File: src/rtl/uart_rx_cfg_fifo.sv
`default_nettype none
// ============================================================================
// Module   : uart_rx_cfg_fifo
// Purpose  : Configurable UART receiver with an output FIFO.
//            - 5..DATA_W_MAX data bits, optional even/odd parity, 1 or 2 stop bits.
//            - Each bit is the 3-sample majority taken around the bit centre.
//            - Completed frames are queued with their error flags and are read
//              through a valid/ready handshake.
// Ports    : CLK/RST          oversampling clock, async active-low reset
//            RX_IN            asynchronous serial line (idles high)
//            PAR_EN, PAR_TYP  parity enable / type (0 even, 1 odd)
//            STOP2, DATA_LEN  two stop bits / data bits per frame
//            Prescale         CLK cycles per bit (LSB ignored)
//            P_DATA, Parity_Error, Stop_Error   head-of-FIFO word and flags
//            data_valid/data_ready              read handshake
//            Overrun          one-cycle pulse when a completed frame is dropped
//            fifo_count       current occupancy
// Revision : 1.0 - initial release
// ============================================================================
module uart_rx_cfg_fifo #(
  parameter int DATA_W_MAX = 9,
  parameter int FIFO_DEPTH = 4,
  parameter int PRESCALE_W = 6
) (
  input  logic                        CLK,
  input  logic                        RST,
  input  logic                        RX_IN,
  input  logic                        PAR_EN,
  input  logic                        PAR_TYP,
  input  logic                        STOP2,
  input  logic [3:0]                  DATA_LEN,
  input  logic [PRESCALE_W-1:0]       Prescale,
  output logic [DATA_W_MAX-1:0]       P_DATA,
  output logic                        data_valid,
  input  logic                        data_ready,
  output logic                        Parity_Error,
  output logic                        Stop_Error,
  output logic                        Overrun,
  output logic [$clog2(FIFO_DEPTH):0] fifo_count
);

  localparam int                    c_aw      = $clog2(FIFO_DEPTH);
  localparam int                    c_ew      = DATA_W_MAX + 2;
  localparam logic [3:0]            c_len_min = 4'd5;
  localparam logic [3:0]            c_len_max = 4'(DATA_W_MAX);
  localparam logic [PRESCALE_W-1:0] c_one     = PRESCALE_W'(1);
  localparam logic [c_aw-1:0]       c_ptr_one = c_aw'(1);
  localparam logic [c_aw:0]         c_cnt_one = (c_aw+1)'(1);
  localparam logic [c_aw:0]         c_depth   = (c_aw+1)'(FIFO_DEPTH);

  typedef enum logic [2:0] {
    S_IDLE   = 3'd0,
    S_START  = 3'd1,
    S_DATA   = 3'd2,
    S_PARITY = 3'd3,
    S_STOP1  = 3'd4,
    S_STOP2  = 3'd5,
    S_PUSH   = 3'd6
  } state_t;

  state_t                  r_state, w_state_n;
  logic                    r_sync1, r_sync2, r_prev, r_armed;
  logic [1:0]              r_fill;
  logic                    w_fall;
  logic                    r_par_en, r_par_typ, r_stop2;
  logic [3:0]              r_len, w_len_clamp, r_bit;
  logic [PRESCALE_W-1:0]   r_period, r_edge, w_half;
  logic                    w_last, w_s0, w_s1, w_dec, w_maj, w_bit_last;
  logic                    r_smp0, r_smp1;
  logic [DATA_W_MAX-1:0]   r_data;
  logic                    r_perr, r_serr;

  // --------------------------------------------------------------------------
  // Input synchroniser and start detection. The synchroniser resets to 1, so
  // its first two outputs after reset are not real line samples; r_fill marks
  // when they are, and r_armed only rises once the real line has been high.
  // --------------------------------------------------------------------------
  always_ff @(posedge CLK or negedge RST) begin
    if (!RST) begin
      r_sync1 <= 1'b1;
      r_sync2 <= 1'b1;
      r_prev  <= 1'b1;
      r_fill  <= 2'b00;
      r_armed <= 1'b0;
    end else begin
      r_sync1 <= RX_IN;
      r_sync2 <= r_sync1;
      r_prev  <= r_sync2;
      r_fill  <= {r_fill[0], 1'b1};
      if (r_fill[1] && r_sync2) begin
        r_armed <= 1'b1;
      end
    end
  end

  assign w_fall      = r_armed & r_prev & ~r_sync2;
  assign w_len_clamp = (DATA_LEN < c_len_min) ? c_len_min :
                       (DATA_LEN > c_len_max) ? c_len_max : DATA_LEN;

  // Bit timing: r_period is always even, samples sit at half-1, half, half+1.
  assign w_half     = r_period >> 1;
  assign w_last     = (r_edge == r_period - c_one);
  assign w_s0       = (r_edge == w_half - c_one);
  assign w_s1       = (r_edge == w_half);
  assign w_dec      = (r_edge == w_half + c_one);
  assign w_maj      = (r_smp0 & r_smp1) | (r_smp0 & r_sync2) | (r_smp1 & r_sync2);
  assign w_bit_last = (r_bit == r_len - 4'd1);

  // --------------------------------------------------------------------------
  // Next-state logic. The final stop bit ends at its decision point so that a
  // start bit immediately following it is still caught from IDLE.
  // --------------------------------------------------------------------------
  always_comb begin
    w_state_n = r_state;
    case (r_state)
      S_IDLE:   if (w_fall) w_state_n = S_START;
      S_START: begin
        if (w_dec && w_maj)  w_state_n = S_IDLE;
        else if (w_last)     w_state_n = S_DATA;
      end
      S_DATA:   if (w_last && w_bit_last) w_state_n = r_par_en ? S_PARITY : S_STOP1;
      S_PARITY: if (w_last) w_state_n = S_STOP1;
      S_STOP1: begin
        if (r_stop2) begin
          if (w_last) w_state_n = S_STOP2;
        end else if (w_dec) begin
          w_state_n = S_PUSH;
        end
      end
      S_STOP2:  if (w_dec) w_state_n = S_PUSH;
      S_PUSH:   w_state_n = S_IDLE;
      default:  w_state_n = S_IDLE;
    endcase
  end

  // --------------------------------------------------------------------------
  // Receive datapath. The detection cycle already shows edge 0 of the start
  // bit on r_sync2, so the edge counter starts at 1 in START.
  // --------------------------------------------------------------------------
  always_ff @(posedge CLK or negedge RST) begin
    if (!RST) begin
      r_state   <= S_IDLE;
      r_edge    <= '0;
      r_bit     <= '0;
      r_period  <= '0;
      r_len     <= c_len_min;
      r_par_en  <= 1'b0;
      r_par_typ <= 1'b0;
      r_stop2   <= 1'b0;
      r_smp0    <= 1'b1;
      r_smp1    <= 1'b1;
      r_data    <= '0;
      r_perr    <= 1'b0;
      r_serr    <= 1'b0;
    end else begin
      r_state <= w_state_n;
      if (r_state == S_IDLE) begin
        r_edge <= w_fall ? c_one : '0;
        r_bit  <= '0;
        if (w_fall) begin
          r_period  <= Prescale & ~c_one;
          r_len     <= w_len_clamp;
          r_par_en  <= PAR_EN;
          r_par_typ <= PAR_TYP;
          r_stop2   <= STOP2;
          r_data    <= '0;
          r_perr    <= 1'b0;
          r_serr    <= 1'b0;
        end
      end else if (r_state == S_PUSH) begin
        r_edge <= '0;
      end else begin
        r_edge <= w_last ? '0 : r_edge + c_one;
      end

      if (w_s0) r_smp0 <= r_sync2;
      if (w_s1) r_smp1 <= r_sync2;

      if (r_state == S_DATA) begin
        if (w_dec) begin
          for (int i = 0; i < DATA_W_MAX; i++) begin
            if (r_bit == 4'(i)) r_data[i] <= w_maj;
          end
        end
        if (w_last) r_bit <= r_bit + 4'd1;
      end

      // Unused upper data bits are zero, so the full reduction XOR is exact.
      if (r_state == S_PARITY && w_dec) begin
        r_perr <= w_maj ^ (^r_data) ^ r_par_typ;
      end

      if ((r_state == S_STOP1 || r_state == S_STOP2) && w_dec && !w_maj) begin
        r_serr <= 1'b1;
      end
    end
  end

  // --------------------------------------------------------------------------
  // Output FIFO with registered head. w_head_n is the word that will be at the
  // head after this cycle's push/pop; when the FIFO is empty after the pop,
  // the word being pushed is forwarded straight to the head register.
  // --------------------------------------------------------------------------
  logic [c_ew-1:0] r_mem [FIFO_DEPTH];
  logic [c_aw-1:0] r_wr, r_rd, w_rd_n;
  logic [c_aw:0]   r_count, w_count_n, w_left;
  logic [c_ew-1:0] w_word, w_head_n;
  logic            r_valid, w_push_req, w_pop, w_full, w_push, w_ovr;

  assign w_push_req = (r_state == S_PUSH);
  assign w_word     = {r_data, r_perr, r_serr};
  assign w_pop      = r_valid & data_ready;
  assign w_full     = (r_count == c_depth);
  assign w_push     = w_push_req & (~w_full | w_pop);
  assign w_ovr      = w_push_req & w_full & ~w_pop;
  assign w_rd_n     = w_pop ? r_rd + c_ptr_one : r_rd;
  assign w_left     = w_pop ? r_count - c_cnt_one : r_count;

  always_comb begin
    w_count_n = r_count;
    if (w_push && !w_pop)      w_count_n = r_count + c_cnt_one;
    else if (!w_push && w_pop) w_count_n = r_count - c_cnt_one;
  end

  always_comb begin
    w_head_n = '0;
    if (w_count_n != '0) begin
      w_head_n = (w_left == '0) ? w_word : r_mem[w_rd_n];
    end
  end

  always_ff @(posedge CLK) begin
    if (w_push) r_mem[r_wr] <= w_word;
  end

  always_ff @(posedge CLK or negedge RST) begin
    if (!RST) begin
      r_wr         <= '0;
      r_rd         <= '0;
      r_count      <= '0;
      r_valid      <= 1'b0;
      P_DATA       <= '0;
      Parity_Error <= 1'b0;
      Stop_Error   <= 1'b0;
      Overrun      <= 1'b0;
    end else begin
      if (w_push) r_wr <= r_wr + c_ptr_one;
      r_rd    <= w_rd_n;
      r_count <= w_count_n;
      r_valid <= (w_count_n != '0);
      {P_DATA, Parity_Error, Stop_Error} <= w_head_n;
      Overrun <= w_ovr;
    end
  end

  assign data_valid = r_valid;
  assign fifo_count = r_count;

endmodule
`default_nettype wire

File: config.mk
export PLATFORM = sky130hd
export DESIGN_NAME = uart_rx_cfg_fifo
export DESIGN_NICKNAME = d
export VERILOG_FILES = /design/src/rtl/uart_rx_cfg_fifo.sv
export SDC_FILE = /design/constraint.sdc
export NUM_CORES = 1
export LEC_CHECK = 0
export CORE_ASPECT_RATIO = 1.75
export CORE_MARGIN = 2
export CORE_UTILIZATION = 50
export CTS_BUF_LIST = sky130_fd_sc_hd__clkbuf_4
export DETAILED_ROUTE_END_ITERATION = 10
export HOLD_SLACK_MARGIN = 0.08
export PLACE_DENSITY = 0.69
export REMOVE_ABC_BUFFERS = 1
export SYNTH_ARGS = -nofsm -noshare
export SYNTH_HDL_FRONTEND = slang
export SYNTH_SLANG_ARGS = --single-unit
File: constraint.sdc
create_clock -name CLK -period 3.2 [get_ports CLK]
set_input_delay 0.32 -clock CLK [delete_from_list [all_inputs] [get_ports CLK]]
set_output_delay 0.32 -clock CLK [all_outputs]
set_load 0.02 [all_outputs]
# Word level (Yosys, flattened, before mapping)
# Memories as Yosys holds them, arrays and structs flattened.
# Index checks and enable logic that the tools add are counted.
# Widths: inputs -> output; s select.
word_totals:
  register_bits: 64
  ram_bits: 44
  input_bits: 17
  out_inout_bits: 16
  elab_cells: 150
  n_memories: 1
op_classes:
  add_sub_neg: 10
  n_lt_le_gt_ge: 2
  eq_ne: 25
  muxes: 44
  n_bitwise: 17
  n_reduce_logical: 25
memory_table:
  columns: ["memory", "words", "width", "rd", "rd_clocked_by_memory_dff", "write_ports", "line_no", "source"]
  rows:
  - ["r_mem", 4, 11, 1, 0, 1, "204", "logic [c_ew-1:0] r_mem [FIFO_DEPTH];"]
ops:
  columns: ["cell", "n"]
  rows:
  - ["$mux 3", 12]
  - ["$mux 9", 4]
  - ["$mux 11", 2]
  - ["$mux 4", 5]
  - ["$eq 6x6->1", 3]
  - ["$mux 6", 3]
  - ["$pmux 3 s6", 1]
  - ["$eq 4x3->1 const B", 4]
  - ["$mux 1", 16]
  - ["$eq 3x3->1 const B", 4]
  - ["$and 1x1->1", 9]
  - ["$reduce_xor 9->1", 1]
  - ["$eq 4x2->1 const B", 2]
  - ["$logic_and 1x1->1", 8]
  - ["$reduce_bool 2->1", 4]
  - ["$add 5x1->6 const B", 1]
  - ["$add 6x1->6 const B", 1]
  - ["$eq 3x2->1 const B", 2]
  - ["$eq 6x5->1", 1]
  - ["$logic_not 3->1", 2]
  - ["$ne 2x2->1 const B", 3]
  - ["$ne 3x3->1 const B", 2]
  - ["$reduce_and 2->1", 3]
  - ["$sub 5x1->6 const B", 1]
  - ["other kinds (21)", 29]

# Depth between registers and ports, before layout
# Gate-level depths: netlist (run 1).
logic_depth:
  word_depth: 10
  ltp_mapped: 9

# Worst setup path before layout (run 1)
# Ideal clock, no wire load.
synth_path:
  path_kind: "reg2reg"
  start: "reg r_period[1]"
  end: "reg r_state[0]"
  arrival_time_ns: 2.112
  t_required_ns: 3.075
  setup_slack_ns: 0.963
  path_stages_with_launch: 10
  n_path_buf: 1
  period_less_slack_ns: 2.237
  cell_sequence: "dfrtp_1 buf_2 inv_1 ha_1 xnor2_1 nor2b_1 o211ai_2 nor4_1 o31a_2 mux2_4"
synth_between:
  elab_chain_cells: 5
synth_rtl:
  columns: ["item", "line_no", "source"]
  rows:
  - ["start: declaration", "67", "logic [PRESCALE_W-1:0] r_period, r_edge, w_half;"]
  - ["start signal: assignment", "161", "r_period <= Prescale & ~c_one;"]
  - ["$add 5x1->6 / $sub 6x1->6 (equally long branches)", "105, 102", null]
  - ["$eq 6x6->1, on equally long branches", "105, 102", null]
  - ["$mux 3, or another cell as far along (2 in a row)", null, null]
  - ["$pmux 3 s6 / $reduce_and 5->1 (equally long branches)", null, null]
  - ["end signal: assignment", "156", "r_state <= w_state_n;"]
  - ["end: declaration", "61", "state_t r_state, w_state_n;"]
# Parallel ways exist; a longest one is shown, timed or not.
# A chain may end at the register's enable or synchronous reset.

# Worst setup path after layout (run 1)
# Same ends and word-level chain as after synthesis.

==> results list, run 1 <==
* Wire per inst: roughly 16 um
* Type of the worst setup path: reg -> reg
- CP cell instances: inv_1, ha_1, xnor2_1, nor2b_1, o211ai_2, nor4_1, o31a_2, mux2_4
- Hold Path Cell Cnt: 1
- Entering global routing, the biggest net connects 36 pins.
- At the end of the flow, the number of nets in the layout was around 480.
* TritonCTS clock tree: done
- Number of flops mapped to enable cells by yosys: 44
* Final worst slack: 0.7006 ns
- The library cell used most frequently in the layout, excluding fill and tap cells, is sky130_fd_sc_hd__dfrtp_1.
- Number of design rule violations left after detail routing: 0
- Clock slew at the register clock pins of the worst setup and hold paths: roughly 0.17 ns
- In this run the tool buffered the top-level ports with 31 buffer cells.
- The H-tree was split into 3 levels.
* Clk_lat worst skew: 0.46 ns
* Final Wtd Congestion: between 0.8 and 0.9
- Max VDD drop: 0.5190 mV
- After detailed routing, the number of vias per cell comes to 5.497.
- Total global routing overflow: 0
- The worst hold path begins at RX_IN.
* Sinks on Clock Net: 108
- At the pin with the least slew margin, the transition time is 1.043 ns.
- Root buffer cell: sky130_fd_sc_hd__clkbuf_4
* # resized after CTS: 0
* PwrDens: a little under 900 nW/um^2
* Unrepaired setup endpoints after global routing: false
* Sort of element at the end of the critical path: flop
- Register area share after synthesis: a little under three fifths
* Area Growth Syn to Fin: 11.00%
- In this run, CTS created clock tree buffers numbering 9.
- Global routing consumed, on the met1 layer, approximately a fifth of the routing resources.
* Wire length after detailed routing: between 9000 and 10000 um
- CORE AREA: 10240 um^2
- Library cell contributing the largest single delay on the critical path: sky130_fd_sc_hd__dfrtp_1
- Critical Path Source: r_period[1]
- The post-route netlist has between 10 and 15% of its cells at a drive strength greater than 1.
- Via count of the first global-routing pass: roughly 3300
- Crit path largest cell delay: 0.55 ns
- Slew Limit Fails: 0
* Yosys warning count: 0
- Slew HR: a little under a third
- Number of primary I/O pins: 33
- Status: completed
* Final critical delay including setup and external delays: approximately 2.5 ns
- Global routing consumed, over all layers together, between 10% and 20% of the routing resources.
* Number of buffers added for setup after CTS: 0
- Dpl hpwl: roughly 6700 um
* Top_reg_cell synth: sky130_fd_sc_hd__dfrtp_1
- In this run the remaining antenna-violating nets after routing total 0.
- The worst hold path belongs to the class in -> reg.
- Setup violations remaining at the end of the flow were counted as 0.
- Global routing usage on met2: about 33%
* Overall die height: roughly 140 um
- Number of hold-repair buffers added at the cts stage: 1
* Leak pwr: 0.002413 uW
- The layer flagged by global routing as most heavily used is met2.
* Wire length of the first global-routing pass: about 16000 um
* Post-placement cell count: roughly 560
- Hold Vio Cnt, Final: 0
* Synthesized area: approximately 5200 um^2
* Synth Area per Inst: about 13 um^2
* Initial Util: between 50 and 60%
- Number of maximum-capacitance violations: 0
- Derived from the worst setup path, the maximum achievable clock frequency is ~0.4 GHz.
* Critical R2R Launch: r_period[1]
* Setup TNS Final: 0 ns
* Required time of the critical path: 3.57 ns
* Met3 track demand over resource: roughly 3.8%
- Row generation in the floorplan step produced 49 rows.
* Minimum setup slack after placement: between 0.2 and 0.3 ns
- Measured in cells, the most critical reg-to-reg path has a length of 8.
- Number of vias after detailed routing: ~3200
* Gate count of the mapped netlist: 417
- Fraction of the cycle the final worst path needs: 78.11%
* Die W: roughly 80 um
* Signal arrival time at the worst endpoint: 2.87 ns
* Maximum buffer depth of the clock tree: 2
- Antenna Diode Count: 0
- Register bit total from synthesis: 108
- Commonest non-fill, non-tap cells in the layout: sky130_fd_sc_hd__dfrtp_1, sky130_fd_sc_hd__edfxtp_1, sky130_fd_sc_hd__nand2_1
- Of all nets on the critical path, the largest fanout is 8.
- Non-Filler Instances: between 500 and 600
- The die covers between 10000 and 15000 um^2.
- The clock arrives with about 0.027 ns of skew.
- Drt first pass iters: 4
- Number of DRC markers in iteration 0: 138
- The initial antenna violation count is 0.
- Netlist cell types: 59
- Async set-or-reset flop fraction in the synthesized netlist: a little under 60%
- The worst setup path is launched from a flop.
==> cell families after synthesis <==
family,Yosys count,synth area share [%]
other,1,0.07180
AO/OA/AOI/OAI,45,5.918
adder cells (fa/ha/maj),15,3.594
AND/OR/NAND/NOR,125,12.05
flip-flops,108,56.13
buffers and inverters,37,3.210
multiplexers,48,12.22
XOR/XNOR,38,6.804
==> layout make-up <==
type / instances / area (um^2)
Clock buffer: 9 / 67.56
Clock inverter: 7 / 68.82
Fill cell: 840 / 4442
Inverter: 19 / 71.32
Multi-Input combinational cell: 272 / 2131
Sequential cell: 108 / 2932
Tap cell: 127 / 158.9
Timing Repair Buffer: 39 / 367.9
==> critical path, delay by kind of cell, from the launching register on <==
kind            cells  cell delay [ns]
fa+ha+maj           1             0.35
mux                 1             0.30
flops               1             0.55
xor+xnor            1             0.20
compound gates      2             0.42
buf+inv             1             0.08
simple gates        2             0.51
==> per-stage QoR <==
stage | hold WS (ns) | util [%] | total power (uW) | area, um^2
final | 0.2383 | 56.62 | 5141 | 5797
after global routing | 0.2112 | 56.62 | 5538 | 5797
after CTS | 0.1949 | 56.62 | 5204 | 5797
after detailed placement | 0.3405 | 55.19 | 4549 | 5650
after global placement | 0.3325 | 55.19 | 4476 | 5650
after floorplan | 0.02441 | - | 3851 | 5126
==> Yosys cell counts, types with 5 or more instances <==
library cell | n | area share, %
sky130_fd_sc_hd__dfstp_2 | 7 | 3.5
sky130_fd_sc_hd__nor2_1 | 30 | 2.2
sky130_fd_sc_hd__nand4b_1 | 5 | 0.84
sky130_fd_sc_hd__nor3_1 | 7 | 0.67
sky130_fd_sc_hd__o21ai_0 | 14 | 1.3
sky130_fd_sc_hd__nand3_1 | 18 | 1.7
sky130_fd_sc_hd__and2_1 | 5 | 0.60
sky130_fd_sc_hd__mux2i_1 | 24 | 4.6
sky130_fd_sc_hd__mux2_2 | 12 | 2.6
sky130_fd_sc_hd__inv_1 | 19 | 1.4
sky130_fd_sc_hd__xor2_1 | 9 | 1.5
sky130_fd_sc_hd__a21oi_1 | 8 | 0.77
sky130_fd_sc_hd__nor4_1 | 5 | 0.60
sky130_fd_sc_hd__buf_2 | 6 | 0.58
sky130_fd_sc_hd__ha_1 | 15 | 3.6
sky130_fd_sc_hd__xnor2_1 | 27 | 4.5
sky130_fd_sc_hd__dfrtp_1 | 57 | 27
sky130_fd_sc_hd__nand2_1 | 38 | 2.7
sky130_fd_sc_hd__edfxtp_1 | 44 | 25
sky130_fd_sc_hd__clkbuf_1 | 9 | 0.65
sky130_fd_sc_hd__mux4_2 | 11 | 4.7
==> registers in the layout, summed over array words and instances, names as in the netlist, 2 cells and up <==
name        flops
r_mem          44
P_DATA          9
r_data          9
r_edge          6
r_period        5
r_bit           4
r_len           4
fifo_count      3
r_state         3
r_fill          2
r_rd            2
r_wr            2
==> where the power goes <==
| group | switching, uW | internal (uW) |
|---|---|---|
| sequential | 343 | 1780 |
| clock | 480 | 177 |
| combinational | 1210 | 1150 |
==> worst paths after layout <==
check	slack (ns)	end
max	0.70	r_state[0]
min	0.24	r_sync1
max reg2reg	0.70	r_state[0]
min reg2reg	0.36	r_fill[1]
max in group asynchronous	1.93	r_sync2
min in group asynchronous	0.45	fifo_count[2]
==> per-layer routing <==
layer,share of wire (%),routed length (um)
met1,38,3458
met2,57,5255
met3,3.0,277
met4,1.9,172
met5,0,0
Power figures use the tool's default switching activity.
==> inputs of run 2 (changes only) <==
Settings changed: PLACE_DENSITY 0.69 to 0.72.
Clock period 3.2 ns to 2.2 ns, I/O delays scaled along.
==> results list, run 2 (synthesis results as in run 1) <==
* Status: completed
- Clk_lat worst skew: 0.48 ns (+0.02 ns)
- In the final layout, the registers with the most flip-flops are r_mem: 44 flops, P_DATA: 9 flops, r_data: 9 flops.
- The required time of the worst setup path is 2.61 ns (-0.96 ns).
- The post-route antenna net violation count was 0 (unchanged).
* Area Growth Syn to Fin: 18.40%
- The number of sinks driven by the clock tree came to 108 (unchanged).
- The actual transition at the worst max-transition pin came to 0.6141 ns (-0.4294 ns).
* TritonCTS clock tree: done
* Commonest non-fill, non-tap cell in the layout: sky130_fd_sc_hd__dfrtp_1
* Proportion of layout cells with a drive suffix above 1: 23.31% (+8.8 points)
- The number of failing hold endpoints at the final stage is 0 (unchanged).
* Slew Limit Fails: 0 (unchanged)
* Number of DRC markers in iteration 0: 163 (+18%)
* Unrepaired setup endpoints after global routing: true
* H-tree depth reported by CTS: 3 (unchanged)
- The largest buffer count on any clock path is 2 (unchanged).
- The timing-limited maximum frequency was 0.4729 GHz (+18%).
- Wire length after detailed routing: 9886 um (+7.9%)
- The number of vias after detailed routing was 3386 (+6.0%).
- The global route total overflow was 0 (unchanged).
- The weighted congestion reported at the end of routability-driven placement came to 0.9090 (+3.9%).
- Fraction of the cycle the final worst path needs: 96.13% (+18 points)
- Slew HR: 58.63% (+29 points)
* Final setup violating endpoints: 0 (unchanged)
- Signal arrival time at the worst endpoint: 2.53 ns (-0.34 ns)
- In the layout the commonest cells are sky130_fd_sc_hd__dfrtp_1, sky130_fd_sc_hd__edfxtp_1, sky130_fd_sc_hd__buf_4.
- The number of flip-flops under the largest register name is 44 (unchanged).
- The placeable core area is 10240 um^2 (unchanged).
- Max VDD drop: 1.279 mV (+150%)
* Initial antenna violation count: 1 (+1)
* Buffers on Ports: 31 (unchanged)
- Number of buffers added by the clock tree synthesis step: 9 (unchanged)
- The DRC violation count after routing was 0 (unchanged).
* Largest fanout on the critical path: 4 (-4)
* Setup TNS Final: 0 ns (unchanged)
- Site row count: 49 (unchanged)
- The estimated wirelength of the detail-placed design was 7341 um (+8.9%).
* Sort of element at the start of the critical path: flop
- The total power of the final layout is 8265 uW (+61%).
- The cell sitting at the root of the clock tree is a sky130_fd_sc_hd__clkbuf_4.
- Worst hold-check path type: in -> reg
- Drt first pass iters: 4 (unchanged)
* Largest net degree at the start of global routing: 65 (+81%)
- The power density relative to cell area was 1337 nW/um^2 (+51%).
* Sort of element at the end of the critical path: flop
- The die outline area is 11310 um^2 (unchanged).
* Number of maximum-capacitance violations: 0 (unchanged)
- The count of boundary I/O pins was 33 (unchanged).
- Final critical delay including setup and external delays: 2.115 ns (-0.3846 ns)
- The via count of the first global-routing pass is 3439 (+4.9%).
- The setup path with the least slack is of type reg -> reg.
- Wire per inst: 16.02 um (+1.6%)
- Overall die height: 139.2 um (unchanged)
- The combined global-route utilization of all metal layers came to 18.98% (+0.79 points).
* Number of nets in the layout: 516 (+7.3%)
- The first-pass GRT wire length was 16210 um (+2.6%).
- Worst-case clock skew: 0.02228 ns (-0.004344 ns)
* Initial Util: 51.01% (unchanged)
- The vias per cell came to 5.488 (-0.17%).
- The clock-pin slew of the registers on the worst-case setup and hold paths came to 0.17 ns (about the same).
* Leak pwr: 0.002621 uW (+8.6%)
- The width of the chip is 81.26 um (unchanged).
* Top register by number of flip-flops: r_mem
==> run 2: path summary, 6_finish.rpt <==
kind / start / endpoint / slack (ns) / depth (start not counted)
setup reg to reg: r_period[1] / r_smp0 / 0.09 / 8
max in group asynchronous: RST / r_smp0 / 1.58 / 3
hold / removal: RX_IN / r_sync1 / 0.12 / 1
hold reg to reg: r_fill[0] / r_fill[1] / 0.37 / 0
min in group asynchronous: RST / P_DATA[6] / 0.26 / 3
setup / recovery: r_period[1] / r_smp0 / 0.09 / 8
==> run 2: through the flow <==
step | worst slack [ns] | cells | area [um^2] | hold slack [ns] | util, %
after detailed placement | -0.03019 | 598 | 5931 | 0.2630 | 57.93
after CTS | 0.01499 | 615 | 6087 | 0.09684 | 59.45
final | 0.08522 | 617 | 6183 | 0.1228 | 60.39
after floorplan | -0.5371 | 399 | 5126 | -0.07559 | -
after global routing | -0.02096 | 617 | 6183 | 0.08425 | 60.39
after global placement | 0.03711 | 598 | 5931 | 0.2597 | 57.93
==> run 2: final cells by class <==
class	count	area (um^2)
Tap cell	127	158.9
Antenna cell	1	2.502
Inverter	19	71.32
Timing Repair Buffer	74	655.6
Clock inverter	7	77.57
Sequential cell	108	2933
Fill cell	842	4055
Multi-Input combinational cell	272	2217
Clock buffer	9	67.56
==> run 2: where the power goes <==
part / total [uW] / leakage (uW) / internal [uW] / switching [uW]
combinational: 4250 / 0.00133 / 2130 / 2120
sequential: 3020 / 0.00122 / 2590 / 431
clock: 992 / 0.0000750 / 271 / 720
==> run 2: timing repair <==
| item | CTS | global route |
|---|---|---|
| pin swaps | 1 | 6 |
| setup buffers | 0 | 1 |
| gates cloned | 0 | 0 |
| gates resized for setup | 1 | 15 |
| hold buffers | 1 | 0 |
| hold endpoints to repair | 64 | 0 |
| setup endpoints to repair | 2 | 17 |
==> run 2: critical path, cell delays in order, from the launching register on <==
cell and delay [ns]:
sky130_fd_sc_hd__dfrtp_1 0.41, sky130_fd_sc_hd__inv_1 0.09, sky130_fd_sc_hd__ha_4 0.17, sky130_fd_sc_hd__or2b_2 0.18, sky130_fd_sc_hd__nor2_1 0.06, sky130_fd_sc_hd__o311a_1 0.34
sky130_fd_sc_hd__a2111oi_2 0.34, sky130_fd_sc_hd__buf_4 0.17, sky130_fd_sc_hd__mux2_2 0.32
==> run 2: metal layers <==
metal	part of all wire [%]	track usage [%]	wire (um)
met5	0	0	0
met4	3.8	8.653	380
met3	2.7	4.297	269
met2	58	34.97	5722
met1	36	19.57	3513
